<file path="config.mk">
export PLATFORM = sky130hd
export DESIGN_NAME = rv32v_ex_mem_queue
export DESIGN_NICKNAME = d
export VERILOG_FILES = /design/src/rtl/rv32v_ex_mem_queue.sv
export SDC_FILE = /design/constraint.sdc
export NUM_CORES = 1
export LEC_CHECK = 0
export BUFFER_PORTS_ARGS = -buffer_cell sky130_fd_sc_hd__buf_4
export CORE_MARGIN = 2
export CORE_UTILIZATION = 25
export DETAILED_ROUTE_END_ITERATION = 12
export PLACE_DENSITY = 0.45
export SLEW_MARGIN = 20
export SYNTH_ARGS = -nofsm -noshare
export SYNTH_HDL_FRONTEND = slang
export SYNTH_SLANG_ARGS = --single-unit
</file>
<file path="constraint.sdc">
create_clock -name CLK -period 22.6 [get_ports CLK]
set_clock_uncertainty 0.15 [all_clocks]
set_input_delay 4.52 -clock CLK [delete_from_list [all_inputs] [get_ports CLK]]
set_output_delay 4.52 -clock CLK [all_outputs]
set_load 0.02 [all_outputs]
</file>
<file path="src/rtl/rv32v_ex_mem_queue.sv">
// Elastic FIFO between vector execute and vector memory stages.
// Carries per-lane results plus vector context; ex_ready depends only on registered occupancy.
module rv32v_ex_mem_queue #(
   parameter int LANES     = 2,
   parameter int DEPTH     = 2,
   parameter int OFFW      = 5,
   parameter int DROP_IDLE = 0
) (
   input  logic                     CLK,
   input  logic                     RST,
   input  logic                     flush,
   input  logic                     ex_valid,
   output logic                     ex_ready,
   output logic                     mem_valid,
   input  logic                     mem_ready,
   input  logic                     ex_load,
   input  logic                     ex_store,
   input  logic [LANES-1:0]         ex_wen,
   input  logic [32*LANES-1:0]      ex_aluresult,
   input  logic [32*LANES-1:0]      ex_storedata,
   input  logic [OFFW*LANES-1:0]    ex_woffset,
   input  logic                     ex_config_type,
   input  logic                     ex_single_bit_write,
   input  logic [7:0]               ex_vtype,
   input  logic [1:0]               ex_eew,
   input  logic [4:0]               ex_vd,
   input  logic [31:0]              ex_vl,
   input  logic [31:0]              ex_vstart,
   output logic                     mem_load,
   output logic                     mem_store,
   output logic [LANES-1:0]         mem_wen,
   output logic [32*LANES-1:0]      mem_aluresult,
   output logic [32*LANES-1:0]      mem_storedata,
   output logic [OFFW*LANES-1:0]    mem_woffset,
   output logic                     mem_config_type,
   output logic                     mem_single_bit_write,
   output logic [7:0]               mem_vtype,
   output logic [1:0]               mem_eew,
   output logic [4:0]               mem_vd,
   output logic [31:0]              mem_vl,
   output logic [31:0]              mem_vstart,
   output logic [$clog2(DEPTH+1)-1:0] count,
   output logic                     dropped
);

   localparam int PW = $clog2(DEPTH);
   localparam int CW = $clog2(DEPTH+1);
   localparam logic [CW-1:0] FULL_CNT = CW'(DEPTH);
   localparam logic DROP = (DROP_IDLE != 0);

   // Handshake: a packet moves on a side only in a cycle where its valid and
   // ready are both high at the rising edge; flush blocks both transfers.

   logic                   r_load_q    [DEPTH];
   logic                   r_store_q   [DEPTH];
   logic [LANES-1:0]       r_wen_q     [DEPTH];
   logic [32*LANES-1:0]    r_alu_q     [DEPTH];
   logic [32*LANES-1:0]    r_sdata_q   [DEPTH];
   logic [OFFW*LANES-1:0]  r_woff_q    [DEPTH];
   logic                   r_cfg_q     [DEPTH];
   logic                   r_sbw_q     [DEPTH];
   logic [7:0]             r_vtype_q   [DEPTH];
   logic [1:0]             r_eew_q     [DEPTH];
   logic [4:0]             r_vd_q      [DEPTH];
   logic [31:0]            r_vl_q      [DEPTH];
   logic [31:0]            r_vstart_q  [DEPTH];

   logic [PW-1:0] r_head;
   logic [PW-1:0] r_tail;
   logic [CW-1:0] r_count;
   logic          r_dropped;

   logic w_ready;
   logic w_valid;
   logic w_accept;
   logic w_idle;
   logic w_enq;
   logic w_deq;

   assign w_ready  = !RST && (r_count < FULL_CNT);
   assign w_valid  = (r_count != '0);
   assign w_accept = ex_valid && w_ready && !flush;
   assign w_idle   = !ex_load && !ex_store && !ex_config_type && (ex_wen == '0);
   assign w_enq    = w_accept && !(DROP && w_idle);
   assign w_deq    = w_valid && mem_ready && !flush;

   always_ff @(posedge CLK) begin
      if (RST || flush) begin
         r_head  <= '0;
         r_tail  <= '0;
         r_count <= '0;
      end else begin
         if (w_enq) r_tail <= r_tail + 1'b1;
         if (w_deq) r_head <= r_head + 1'b1;
         case ({w_enq, w_deq})
            2'b10:   r_count <= r_count + 1'b1;
            2'b01:   r_count <= r_count - 1'b1;
            default: r_count <= r_count;
         endcase
      end
   end

   // Flush and reset already gate w_accept, so no drop is reported for lost input.
   always_ff @(posedge CLK) begin
      if (RST) r_dropped <= 1'b0;
      else     r_dropped <= w_accept && DROP && w_idle;
   end

   // Payload storage needs no reset: unused entries are never shown on mem_*.
   always_ff @(posedge CLK) begin
      if (w_enq) begin
         r_load_q[r_tail]   <= ex_load;
         r_store_q[r_tail]  <= ex_store;
         r_wen_q[r_tail]    <= ex_wen;
         r_alu_q[r_tail]    <= ex_aluresult;
         r_sdata_q[r_tail]  <= ex_storedata;
         r_woff_q[r_tail]   <= ex_woffset;
         r_cfg_q[r_tail]    <= ex_config_type;
         r_sbw_q[r_tail]    <= ex_single_bit_write;
         r_vtype_q[r_tail]  <= ex_vtype;
         r_eew_q[r_tail]    <= ex_eew;
         r_vd_q[r_tail]     <= ex_vd;
         r_vl_q[r_tail]     <= ex_vl;
         r_vstart_q[r_tail] <= ex_vstart;
      end
   end

   assign ex_ready  = w_ready;
   assign mem_valid = w_valid;
   assign count     = r_count;
   assign dropped   = r_dropped;

   // Head packet is masked to zero whenever the buffer is empty.
   assign mem_load             = w_valid ? r_load_q[r_head]   : 1'b0;
   assign mem_store            = w_valid ? r_store_q[r_head]  : 1'b0;
   assign mem_wen              = w_valid ? r_wen_q[r_head]    : '0;
   assign mem_aluresult        = w_valid ? r_alu_q[r_head]    : '0;
   assign mem_storedata        = w_valid ? r_sdata_q[r_head]  : '0;
   assign mem_woffset          = w_valid ? r_woff_q[r_head]   : '0;
   assign mem_config_type      = w_valid ? r_cfg_q[r_head]    : 1'b0;
   assign mem_single_bit_write = w_valid ? r_sbw_q[r_head]    : 1'b0;
   assign mem_vtype            = w_valid ? r_vtype_q[r_head]  : '0;
   assign mem_eew              = w_valid ? r_eew_q[r_head]    : '0;
   assign mem_vd               = w_valid ? r_vd_q[r_head]     : '0;
   assign mem_vl               = w_valid ? r_vl_q[r_head]     : '0;
   assign mem_vstart           = w_valid ? r_vstart_q[r_head] : '0;

   a_count_range: assert property (@(posedge CLK) disable iff (RST) r_count <= FULL_CNT);
   a_no_enq_full: assert property (@(posedge CLK) disable iff (RST) (r_count == FULL_CNT) |-> !w_enq);

endmodule
</file>
==> reports/summary.txt <==
Status: completed
Final cycle utilization of the critical path: 42.2%
Slowest-stage cell, CP: buf_4
Global route overflow: 0
Startpoint types: input port
Max stage delay on crit path: 0.14 ns
Gpl congestion: 0.705
Peak Freq: 0.105 GHz
Yosys reg bits: 451
Vias in the first global route: 10141
Post-layout minimum cycle time: 9.55 ns
TritonCTS sink count: 451
Measured slew at the worst slew-check pin: 1.06 ns
Main combinational cell family by area after synthesis: multiplexers
Fin. Hold Viols: 0
Buf/Inv on CP: 2
CP Launch Point: RST
Worst relative slew slack: 29.1%
CTS tree: built
Largest net degree at the start of global routing: 161
Critical Path RT: 17.93 ns
# IOs: 456
CORE AREA: 0.0673 mm^2
Vias/cell: 4.09
Worst min path class: flop to flop
Most used cell along the critical path: buf_4
ANT nets after route: 0
Drt pass-1 iters: 4
Worst setup slack after layout: 13.05 ns
P_leak: 8.03 nW
Die Width: 265 um
DP Worst Slack: 13.05 ns
Critical Path AT: 4.88 ns
Initial Utilization: 25.3%
Setup-failing EPs final: 0
First-pass GRT wire length: 62900 um
Synth Area in Compound Gates: 0.103%
Nets: 1670
Filler cells: 6623
DRT Wirelength: 42700 um
DIE AREA: 0.0701 mm^2
Most common cell after layout, fill and taps aside: buf_4
Avg Cell Area, Syn: 17.5 um^2
Antenna cells: 0
Synth Area in XOR/XNOR: 0.206%
RR Startpoint: count[1]
Slew Limit Fails: 0
RSZ-0062 raised after global routing: false
Die Ht: 265 um
Synth Area in Adders: 0.0736%
Post-Syn Instances: 970
Postcts setup bufs: 0
Root Buffer: clkbuf_16
Setup TNS: 0 ns
Worst Hold Launch: r_head
Yosys warnings: 0
Longest Clk Path Bufs: 3
HPWL after DPL: 27100 um
Cell Pwr Density: 79.1 mW/mm^2
Synth Area in Simple Gates: 5.30%
Distinct cells, synth: 20
Hold buffer count at cts: 0
Clk_lat worst skew: 0.56 ns
Worst-path clk slew: 0.05 ns
Area Growth Syn to Fin: 35.0%
Crit end category: output pin
Initial antenna violation count: 0
Worst vdd ir: 47.5 uV
GRT Util Overall: 11.7%
CP Max Fanout: 6
Synthesized area: 0.0170 mm^2
Mux share of post-synthesis cell area: 13.1%
Input/output buffers: 454
CP top delay family: buffers and inverters
CTS buffer count: 52
FP Rows: 95
H-tree depth: 2
CP Class: input port to output pin
Register area share after synthesis: 79.4%
Max-cap viol count: 0
Most frequent cells in the layout: buf_4 (465), edfxtp_1 (446), nor2_1 (226), mux2i_1 (223), clkbuf_16 (53)
Cells resized by post-CTS repair: 0
Via Count: 9626
Final Power: 1.81 mW
DRC errors left: 0
Drt wl/cell: 18.2 um
DR iter-0 viols: 470
Crit-path cells: buf_4, nor2_1, buf_4
Layout cells sized above 1: 36.2%
Syn Nets: 1199
## per-stage QoR
stage	area, um^2	utilization [%]	cells	hold slack, ns
5_1_grt	22900	34.1	2353	0.436
4_1_cts	22900	34.0	2352	0.412
3_3_place_gp	21300	31.7	2259	0.386
6_report	22900	34.1	2353	0.404
3_5_place_dp	21300	31.7	2259	0.395
2_1_floorplan	17000	-	970	0.370
## registers in the layout, summed over array words and instances (netlist names), named ones only
signal      count
r_tail          1
r_woff_q       20
r_cfg_q         2
r_load_q        2
r_alu_q       128
r_vstart_q     64
r_wen_q         4
count           2
r_sdata_q     128
r_eew_q         4
r_vd_q         10
r_head          1
r_vl_q         64
r_store_q       2
r_vtype_q      16
r_sbw_q         2
## cell type report
| type | instances | area (um^2) | area share [%] |
|---|---|---|---|
| well taps | 873 | 1090 | 4.76 |
| clock inverters | 21 | 184 | 0.802 |
| clock buffers | 72 | 1400 | 6.09 |
| repair buffers | 467 | 3540 | 15.4 |
| multi-input cells | 468 | 3220 | 14.0 |
| flip-flops and latches | 451 | 13500 | 58.9 |
| inverters | 1 | 3.75 | 0.0164 |
## metal layers
| metal | global-route usage (%) | vias up | part of all wire, % |
|---|---|---|---|
| met3 | 5.53 | 55 | 11 |
| met5 | 0 | - | 0 |
| met4 | 3.04 | 0 | 1.8 |
| met2 | 19.6 | 327 | 49 |
| met1 | 13.5 | 4686 | 39 |
| li1 | - | 4558 | - |
## cell families (layout without fill, tap and decap cells)
kind of cell,count (synthesis),after routing
flip-flops,451,451
AND/OR/NAND/NOR,236,236
multiplexers,223,223
buffers and inverters,51,561
XOR/XNOR,4,4
AO/OA/AOI/OAI,3,3
adder cells (fa/ha/maj),1,1
other,1,1
## power breakdown
group          leakage, nW  switching (mW)  internal (mW)
clock                0.757           0.325          0.464
combinational         3.18          0.0427         0.0410
sequential            4.09         0.00368          0.937
## cell usage after synthesis, drive strengths merged
cell / number / share of area, %
xor2: 2 / 0.10
conb: 1 / 0.022
or3: 1 / 0.037
dfxtp: 5 / 0.59
nand2: 1 / 0.022
buf: 44 / 1.6
nor3: 4 / 0.12
clkbuf: 6 / 0.13
edfxtp: 446 / 79
xnor2: 2 / 0.10
inv: 1 / 0.022
nor2b: 1 / 0.037
o21ai: 2 / 0.059
nor2: 228 / 5.1
ha: 1 / 0.074
a21boi: 1 / 0.044
and3: 1 / 0.037
mux2i: 223 / 13
## path summary, 6_finish.rpt
check | end | slack (ns) | cells past startpoint
max | ex_ready | 13.05 | 3
min | r_head | 0.40 | 2
max reg2reg | r_vl_q[1][27] | 18.99 | 4
min reg2reg | r_head | 0.40 | 2
## worst reg2reg max path: stages, from the launching register on
cell	delay, ns
dfxtp_1	0.39
nor2b_1	0.26
and3_4	0.62
buf_4	0.81
buf_4	0.96
Power figures use the tool's default switching activity.
